--- src/rtl/fft_out_reorder.sv ---
// Ping-pong reorder buffer: frames arrive in bit-reversed order and leave in natural bin order.
// Optional frame-start flag oSOF is built only when FFT_REORDER_SOF_EN is defined.
module fft_out_reorder #(
   parameter int N    = 16,
   parameter int LOGN = 4,
   parameter int WL   = 16
) (
   input  logic            iCLK,
   input  logic            iRSTn,
   input  logic            iCLR,
   input  logic            iEN,
   input  logic [2*WL-1:0] iDATA,
   output logic            oEN,
   output logic [2*WL-1:0] oDATA
`ifdef FFT_REORDER_SOF_EN
   ,
   output logic            oSOF
`endif
);

   typedef enum logic {IDLE = 1'b0, READ = 1'b1} rd_state_e;

   rd_state_e       state_q, state_d;
   logic [LOGN-1:0] wcnt_q, wcnt_d;
   logic [LOGN-1:0] rcnt_q, rcnt_d;
   logic            wbank_q, wbank_d;
   logic            rbank_q, rbank_d;
   logic            oen_q, oen_d;
   logic [2*WL-1:0] odata_q, odata_d;
   logic [LOGN-1:0] wcnt_rev;
   logic            frame_done;
   logic [2*WL-1:0] mem [2*N];

   generate
      for (genvar gi = 0; gi < LOGN; gi++) begin : g_bitrev
         assign wcnt_rev[gi] = wcnt_q[LOGN-1-gi];
      end
   endgenerate

   assign frame_done = iEN && (wcnt_q == LOGN'(N-1));

   // Bank select is the address MSB; the RAM itself is never reset.
   always_ff @(posedge iCLK) begin
      if (!iCLR && iEN)
         mem[{wbank_q, wcnt_rev}] <= iDATA;
   end

`ifdef FFT_REORDER_SOF_EN
   logic sof_q, sof_d;
`endif

   always_comb begin
      state_d = state_q;
      wcnt_d  = wcnt_q;
      rcnt_d  = rcnt_q;
      wbank_d = wbank_q;
      rbank_d = rbank_q;
      oen_d   = oen_q;
      odata_d = odata_q;
`ifdef FFT_REORDER_SOF_EN
      sof_d   = 1'b0;
`endif
      if (iCLR) begin
         state_d = IDLE;
         wcnt_d  = '0;
         rcnt_d  = '0;
         wbank_d = 1'b0;
         rbank_d = 1'b0;
         oen_d   = 1'b0;
         odata_d = '0;
      end else begin
         if (iEN)
            wcnt_d = wcnt_q + 1'b1;
         case (state_q)
            IDLE: oen_d = 1'b0;
            READ: begin
               odata_d = mem[{rbank_q, rcnt_q}];
               oen_d   = 1'b1;
               rcnt_d  = rcnt_q + 1'b1;
`ifdef FFT_REORDER_SOF_EN
               sof_d   = (rcnt_q == '0);
`endif
               if (rcnt_q == LOGN'(N-1))
                  state_d = IDLE;
            end
            default: state_d = IDLE;
         endcase
         // A completing frame wins over the end-of-read so back-to-back frames stream gap-free.
         if (frame_done) begin
            wbank_d = ~wbank_q;
            rbank_d = wbank_q;
            rcnt_d  = '0;
            state_d = READ;
         end
      end
   end

   always_ff @(posedge iCLK or negedge iRSTn) begin
      if (!iRSTn) begin
         state_q <= IDLE;
         wcnt_q  <= '0;
         rcnt_q  <= '0;
         wbank_q <= 1'b0;
         rbank_q <= 1'b0;
         oen_q   <= 1'b0;
         odata_q <= '0;
      end else begin
         state_q <= state_d;
         wcnt_q  <= wcnt_d;
         rcnt_q  <= rcnt_d;
         wbank_q <= wbank_d;
         rbank_q <= rbank_d;
         oen_q   <= oen_d;
         odata_q <= odata_d;
      end
   end

`ifdef FFT_REORDER_SOF_EN
   always_ff @(posedge iCLK or negedge iRSTn) begin
      if (!iRSTn)
         sof_q <= 1'b0;
      else
         sof_q <= sof_d;
   end

   assign oSOF = sof_q;
`endif

   assign oEN   = oen_q;
   assign oDATA = odata_q;

endmodule

--- config.mk ---
export PLATFORM = sky130hd
export DESIGN_NAME = fft_out_reorder
export DESIGN_NICKNAME = d
export VERILOG_FILES = /design/src/rtl/fft_out_reorder.sv
export SDC_FILE = /design/constraint.sdc
export NUM_CORES = 1
export LEC_CHECK = 0
export ABC_CLOCK_PERIOD_IN_PS = 5850
export BUFFER_PORTS_ARGS = -buffer_cell sky130_fd_sc_hd__buf_2
export CAP_MARGIN = 25
export CORE_UTILIZATION = 35
export DETAILED_ROUTE_END_ITERATION = 6
export SLEW_MARGIN = 0
export SYNTH_ARGS = -nofsm -noshare
export SYNTH_HDL_FRONTEND = slang
export SYNTH_SLANG_ARGS = --single-unit
--- constraint.sdc ---
create_clock -name iCLK -period 5.85 [get_ports iCLK]
set_input_delay 0.2925 -clock iCLK [delete_from_list [all_inputs] [get_ports iCLK]]
set_output_delay 0.2925 -clock iCLK [all_outputs]
set_load 0.1 [all_outputs]
==> metrics.md, run 1 <==
| Metric | Value |
|---|---|
| # DRC | 5 |
| Warnings from Yosys | 0 |
| # clock sinks | around 1100 |
| Area of the multi-input gates | between 8000 and 9000 um2 |
| Post-synth top area share | 75.8% |
| Max-cap viol count | 0 |
| Status | finished, violations left |
| # setup viols final | 0 |
| Cell area power density | approximately 330 nW/um2 |
| Fmax achieved | ~0.32 GHz |
| Final Hold Fails | 0 |
| Worst hold slack | about 0.12 ns |
| Period minus WS final | between 3 and 4 ns |
| Final WL | 105000 um |
| Area Growth Syn to Fin | 14.9% |
| Clk_skew | between 0.03 and 0.04 ns |
| Placed inst area | approximately 43000 um2 |
| PortBufs | between 60 and 70 |
| Post-synth net total | roughly 1900 |
| Worst vdd ir | between 0.2 and 0.25 mV |
| Core Box Area | about 110000 um2 |
| TNS Setup | 0 ns |
| Root Driver | clkbuf_16 |
| Post-synth top area cell | edfxtp_1 |
| Register area | about 32000 um2 |
| Worst setup path class | input pin to register |
| Placement Setup Slack | 2.67 ns |
| CP max stage delay | around 0.94 ns |
| Gr ovfl total | 0 |
| Hold crit path type | input pin to register |
| Synth Instances | around 1900 |
| Die width | approximately 340 um |
| Largest net degree at the start of global routing | approximately 100 |
| Top FF cell, synth | edfxtp_1 |
| CP arrival | about 3.4 ns |
| Syn Area/Cell | roughly 22 um2 |
| Number of global-route vias before repair | between 20000 and 25000 |
| GRT Resource Usage Total | between 10% and 20% |
| Async set-or-reset flop fraction in the synthesized netlist | under 10% |
| Fin. max-slew vios | 0 |
| Initial core utilization | 35.4% |
| Initial antenna violation count | 6 |
| Area contributors post-synth | edfxtp_1, mux4_2, dfrtp_1 |
| Die area | 117000 um2 |
| #FFs+latches synth | between 1000 and 1500 |
| Post-route core utilization | between 40% and 50% |
| Nets | 2014 |
| Clock Path Buffers | 3 |
| Fin area | between 40000 and 50000 um2 |
| Post-synth EDFFs | 1024 |
| Total CTS buffers | around 100 |
| Worst slew pin tran | ~1.1 ns |
| Unrepaired setup endpoints after global routing | false |
| Cell depth of the worst hold path | 1 |
| Post-route ant nets | 0 |
| Vias per cell | ~5.6 |
| Critical path's slowest cell | nor2_4 |
| Gpl congestion | 0.760 |
| Unique masters post-synth | 37 |
| Vias | approximately 20000 |
| Hold_buf cts | 4 |
| Worst setup SP type | input pin |
| Max FO, Critical Path | 18 |
| Cells along the critical path | dlygate4sd3_1, buf_2, nor2_1, nand3_1, nor2_4, buf_4 |
| Slack of the critical path | ~2.7 ns |
| Static leakage | about 14 nW |
| Rows | roughly 120 |
| Reg2reg path depth | 5 |
| Die Span Y | 342 um |
| Crit. End Element | register |
| Critical Path RT | approximately 6 ns |
| First-pass GRT wire length | 149000 um |
| Violated checks | DRC |
| Diodes inserted | 0 |
| IO Pins | 69 |
| H-Tree Depth | 3 |
| Detail-routed net length per standard cell | between 20 and 30 um |
| Post-CTS Setup Repair Bufs | 0 |
| Slew headroom | 28.1% |
| Worst-Skew Late Latency | about 0.68 ns |
| Netlist Area Pre-Place | slightly above 40000 um2 |
| # fillers | 9883 |
| CTS tree | yes |
| Drt pass-1 iters | 7 |
| Tcrit/Tclk final | about 54% |
| Layout cells sized above 1 | between 20% and 30% |
| Clock-pin slew on the worst setup and hold paths | approximately 0.06 ns |
| Sequential area share after synthesis | about four fifths |
| CTS resizes | 0 |
| DR iter-0 viols | roughly 2200 |
| Dpl hpwl | 59000 um |
==> worst max-delay path, delay by kind of cell <==
kind	cells	cell delay (ns)
and+or+nand+nor	3	1.71
buffers and inverters	3	1.38
==> registers in the layout, summed over array words and instances (netlist names) <==
register / flops
mem: 1024
oEN: 1
rcnt_q: 4
wcnt_q: 4
rbank_q: 1
state_q: 1
wbank_q: 1
oDATA: 32
==> placed cells by master, fill, tap and decap left out, drive strengths merged, types with 31 or more instances in the layout <==
| cell | count |
|---|---|
| o221ai | 34 |
| a221oi | 31 |
| nand3 | 35 |
| edfxtp | 1024 |
| nand2 | 41 |
| mux2i | 69 |
| buf | 125 |
| a32o | 31 |
| clkinv | 32 |
| a211o | 31 |
| mux2 | 63 |
| a22o | 31 |
| clkbuf | 153 |
| mux4 | 192 |
| a22oi | 31 |
| nor2 | 45 |
| dfrtp | 44 |
==> synthesized netlist by cell type (6+ instances only) <==
master	count
a211o_1	31
a221oi_1	31
a22o_1	31
a22oi_1	31
a32o_1	31
buf_2	24
buf_4	9
buf_6	7
clkbuf_1	74
dfrtp_1	44
edfxtp_1	1024
mux2_2	63
mux2i_1	69
mux4_2	192
nand2_1	41
nand3_1	35
nor2_1	45
nor2b_1	6
o221ai_1	34
==> layout make-up <==
cell class / count / area share [%]
inverter: 1 / 0.00805
clock buffer: 153 / 6.46
timing repair buffer: 129 / 1.99
tap: 1512 / 4.06
clock inverter: 44 / 1.03
multi-input combinational: 672 / 18.1
sequential: 1068 / 68.3
==> worst paths after layout <==
path / start / end / slack, ns
max: iCLR / mem[25][0]$_DFFE_PP_ / 2.71
min: iDATA[10] / mem[8][10]$_DFFE_PP_ / 0.12
max reg2reg: rcnt_q[0]$_DFFE_PN0P_ / oDATA[27]$_DFFE_PN0P_ / 2.72
min reg2reg: oDATA[0]$_DFFE_PN0P_ / oDATA[0]$_DFFE_PN0P_ / 0.51
max in group asynchronous: iRSTn / rcnt_q[1]$_DFFE_PN0P_ / 4.73
min in group asynchronous: iRSTn / oDATA[27]$_DFFE_PN0P_ / 0.39
==> cell families (layout without fill, tap and decap cells) <==
| logic type | Yosys count | after routing | synth area share [%] |
|---|---|---|---|
| fa+ha+maj | 2 | 2 | 0.0617 |
| buf+inv | 118 | 327 | 1.38 |
| simple gates | 145 | 145 | 1.63 |
| flops | 1068 | 1068 | 78.5 |
| mux | 324 | 324 | 14.1 |
| compound gates | 195 | 195 | 4.17 |
| xor+xnor | 6 | 6 | 0.130 |
==> per-stage QoR <==
step | power, mW | std cells
finish | 15.4 | 3579
global route | 15.9 | 3579
CTS | 15.5 | 3579
detailed placement | 8.80 | 3378
global placement | 8.78 | 3373
floorplan | 8.63 | 1858
==> report_power, final <==
group	switching (mW)	leakage (nW)	internal, mW
Combinational	0.180	2.62	0.0460
Sequential	0.00906	9.82	8.40
Clock	2.80	1.72	4.01
==> layer usage <==
layer	share of wire, %	GRT usage, %
met1	41	24.3
met2	48	28.9
met3	8.5	3.84
met4	2.7	5.39
met5	0.033	0
No activity file was read; power rests on OpenSTA's default activity.
==> inputs of run 2 (changes only) <==
--- a/config.mk
+++ b/config.mk
@@ -5,7 +5,8 @@
 export SDC_FILE = /design/constraint.sdc
 export NUM_CORES = 1
 export LEC_CHECK = 0
-export ABC_CLOCK_PERIOD_IN_PS = 5850
+export ABC_AREA = 1
+export ABC_CLOCK_PERIOD_IN_PS = 2700
 export BUFFER_PORTS_ARGS = -buffer_cell sky130_fd_sc_hd__buf_2
 export CAP_MARGIN = 25
 export CORE_UTILIZATION = 35
==> constraint.sdc (replaced) <==
create_clock -name iCLK -period 2.7 [get_ports iCLK]
set_input_delay 0.135 -clock iCLK [delete_from_list [all_inputs] [get_ports iCLK]]
set_output_delay 0.135 -clock iCLK [all_outputs]
set_load 0.1 [all_outputs]
==> run 2 against run 1 <==
Effect of this change: the run now ends clean; non-clock buffer count up 102; via count up 43%; critical path depth up 4; sequential share of layout area down 4.3 points; register-to-register slack worse by 2.2 ns.
==> metrics.md, run 2 <==
| Metric | Value |
|---|---|
| Status | complete, no violations |
| Worst-Skew Late Latency | 0.68 ns (about the same) |
| Worst setup path class | register to register |
| Post-synth net total | 3638 (+92%) |
| Cell area power density | 698 nW/um2 (+110%) |
| # fillers | 11100 (+13%) |
| Count leader, synth | nand2_1 |
| TNS Setup | 0 ns (unchanged) |
| Root Driver | clkbuf_16 |
| Cells along the critical path | buf_4, buf_4, nand2_1, nand3_1, nand3_1, nand2_1, nand2_1, nand3_1, nand3_1, nand2_1 |
| Fin. max-slew vios | 0 (unchanged) |
| Critical Path RT | 3.30 ns (-2.84 ns) |
| Final WL | 125000 um (+19%) |
| Synth Instances | 3600 (+94%) |
| Worst path bufs/invs | 2 (-1) |
| Post-CTS Setup Repair Bufs | 0 (unchanged) |
| PortBufs | 68 (unchanged) |
| Rows | 127 (+2.4%) |
| Detail-routed net length per standard cell | 23.1 um (-21%) |
| Max reg flops | 1024 (unchanged) |
| Worst setup SP type | register |
| Post-route ant nets | 0 (unchanged) |
| Total CTS buffers | 107 (+2.9%) |
| Area of the multi-input gates | 10000 um2 (+19%) |
| Core Box Area | 121000 um2 (+5.2%) |
| Post-synth EDFFs | 1024 (unchanged) |
| Placed insts | 5186 (+54%) |
| Clock group share of total power | 42.7% (-1.4 points) |
| # clock sinks | 1068 (unchanged) |
| Slew headroom | 32.0% (+3.9 points) |
| Placement Setup Slack | 0.588 ns (-2.08 ns) |
| Fin area | 49800 um2 (+6.8%) |
| IO Pins | 69 (unchanged) |
| Int Pwr | 27.2 mW (+120%) |
| Area contributors post-synth | edfxtp_1, nand2_1, nand3_1 |
| Warnings from Yosys | 0 (unchanged) |
| Drt pass-1 iters | 7 (unchanged) |
| Layout cells sized above 1 | 10.4% (-18 points) |
| Final Hold Fails | 0 (unchanged) |
| Vias per cell | 5.27 (-5.5%) |
| Nets | 3755 (+86%) |
| Unique masters post-synth | 19 (-49%) |
| Vias | 28600 (+43%) |
| Largest delay share family, worst path | buffers and inverters |
| Gpl congestion | 0.782 (+2.9%) |
| Fmax achieved | ~0.46 GHz |
| Critical path's slowest cell | buf_4 |
| Sequential area share after synthesis | 74.4% (-4.1 points) |
| Max FO, Critical Path | 58 (+40) |
| Largest net degree at the start of global routing | 109 (+4.8%) |
| Psw | 7.50 mW (+150%) |
| Register area | 31900 um2 (about the same) |
| Non-Filler Instances | 5420 (+51%) |
| Most frequent cells in the layout | nand2_1, edfxtp_1, nand3_1 |
| Reg with most FFs | mem |
| Hold crit path type | input pin to register |
| Post-synth top area share | 71.9% (-3.9 points) |
| Number of global-route vias before repair | 26700 (+30%) |
| Die area | 124000 um2 (+5.4%) |
| CP arrival | 2.77 ns (-0.66 ns) |
| GRT Resource Usage Total | 20.1% (+2.2 points) |
| Placed inst area | 45900 um2 (+6.6%) |
| Crit. End Element | register |
| Die Span Y | 352 um (+2.7%) |
| #FFs+latches synth | 1068 (unchanged) |
| Power consumption | 34.7 mW (+120%) |
| Sequential share of power | 52.5% (-2.0 points) |
| # setup viols final | 0 (unchanged) |
| # DRC | 0 (-5) |
| Post-synth top area cell | edfxtp_1 |
| Logic gate share of total power | 4.9% (+3.4 points) |
| First-pass GRT wire length | 181000 um (+22%) |
| Syn Area/Cell | 11.9 um2 (-46%) |
| Initial antenna violation count | 7 (+1) |
| Worst vdd ir | 0.572 mV (+170%) |
| Top FF cell, synth | edfxtp_1 |
| H-Tree Depth | 3 (unchanged) |
| CTS tree | yes |
| Worst slew pin tran | 1.02 ns (-0.0581 ns) |
| Die width | 352 um (+2.7%) |
| Clock Path Buffers | 3 (unchanged) |
| Gr ovfl total | 0 (unchanged) |
| Leading cell types by count after synthesis | nand2_1, edfxtp_1, nand3_1, buf_2, clkbuf_1 |
| Slack of the critical path | 0.530 ns (-2.18 ns) |
| Commonest non-fill, non-tap cell in the layout | nand2_1 |
| Tcrit/Tclk final | 80.4% |
| Static leakage | 17.9 nW (+27%) |
| Async set-or-reset flop fraction in the synthesized netlist | 4.12% (unchanged) |
| Clock-pin slew on the worst setup and hold paths | 0.06 ns (about the same) |
| Netlist Area Pre-Place | 42800 um2 (+5.5%) |
| Period minus WS final | 2.17 ns |
| Area Growth Syn to Fin | 16.3% |
| Clk_skew | 0.0307 ns (-0.00117 ns) |
| CP max stage delay | 0.54 ns (-0.40 ns) |
| Dpl hpwl | 65500 um (+11%) |
| Max-cap viol count | 0 (unchanged) |
| DR iter-0 viols | 3518 (+58%) |
| Switching part of the total | 21.6% (+2.3 points) |
| Initial core utilization | 35.5% (+0.092 points) |
| Unrepaired setup endpoints after global routing | false |
-- run 2: cell types whose count changed after synthesis, moves of 34 or more --
cell      before   now
nand2_1       41  1363
nand3_1       35   869
mux4_2       192     0
buf_2         24   106
mux2i_1       69     0
mux2_2        63     0
o221ai_1      34     0
-- run 2: worst paths after layout --
kind                                  startpoint                     to  slack [ns]  cells after the start
max                        rcnt_q[0]$_DFFE_PN0P_  oDATA[10]$_DFFE_PN0P_        0.53                     10
min                                    iDATA[19]   mem[3][19]$_DFFE_PP_        0.03                      1
max reg2reg                rcnt_q[0]$_DFFE_PN0P_  oDATA[10]$_DFFE_PN0P_        0.53                     10
min reg2reg                oDATA[18]$_DFFE_PN0P_  oDATA[18]$_DFFE_PN0P_        0.47                      2
max in group asynchronous                  iRSTn  oDATA[11]$_DFFE_PN0P_        1.68                      3
min in group asynchronous                  iRSTn   oDATA[5]$_DFFE_PN0P_        0.17                      2
-- run 2: layout make-up --
type	instances	area share (%)
clock inverters	49	1.03
inverters	16	0.163
diodes	1	0.00503
clock buffers	150	5.99
multi-input cells	2293	20.1
repair buffers	231	4.65
flip-flops and latches	1068	64.0
well taps	1612	4.05
-- run 2: metrics by stage --
stage / utilization (%) / hold slack [ns]
after floorplan: - / -0.161
after global placement: 38.1 / 0.315
after detailed placement: 38.1 / 0.309
after CTS: 41.3 / 0.00660
after global routing: 41.3 / 0.0311
final: 41.3 / 0.0283
-- run 2: kinds of logic after synthesis --
family | share of synthesized area [%]
AOI/OAI and AO/OA | 0.199
xor gates and xnor gates | 0.0205
adders and majority gates | 0.0585
buffers and inverters | 2.78
DFF | 74.4
and+or+nand+nor | 22.5
-- run 2: timing repair --
item | CTS | global route
resized for setup | 0 | 0
hold endpoints to repair | 889 | 0
hold buffers | 34 | 0
-- run 2: power by group through the flow --
stage	clock, mW	combinational [mW]	sequential, mW
final	14.8	1.69	18.2
after detailed placement	0	1.63	18.6
after global routing	15.6	1.89	18.2
after global placement	0	1.62	18.6
after floorplan	0	1.03	18.6
after CTS	15.0	1.69	18.2
-- run 2: routing by layer --
| layer | track usage, % | up-vias | share of wire, % |
|---|---|---|---|
| met5 | 0 | - | 0.034 |
| met4 | 5.69 | 8 | 2.6 |
| met3 | 3.28 | 216 | 9.0 |
| met2 | 31.6 | 1365 | 46 |
| met1 | 28.7 | 14100 | 42 |
| li1 | - | 12900 | - |
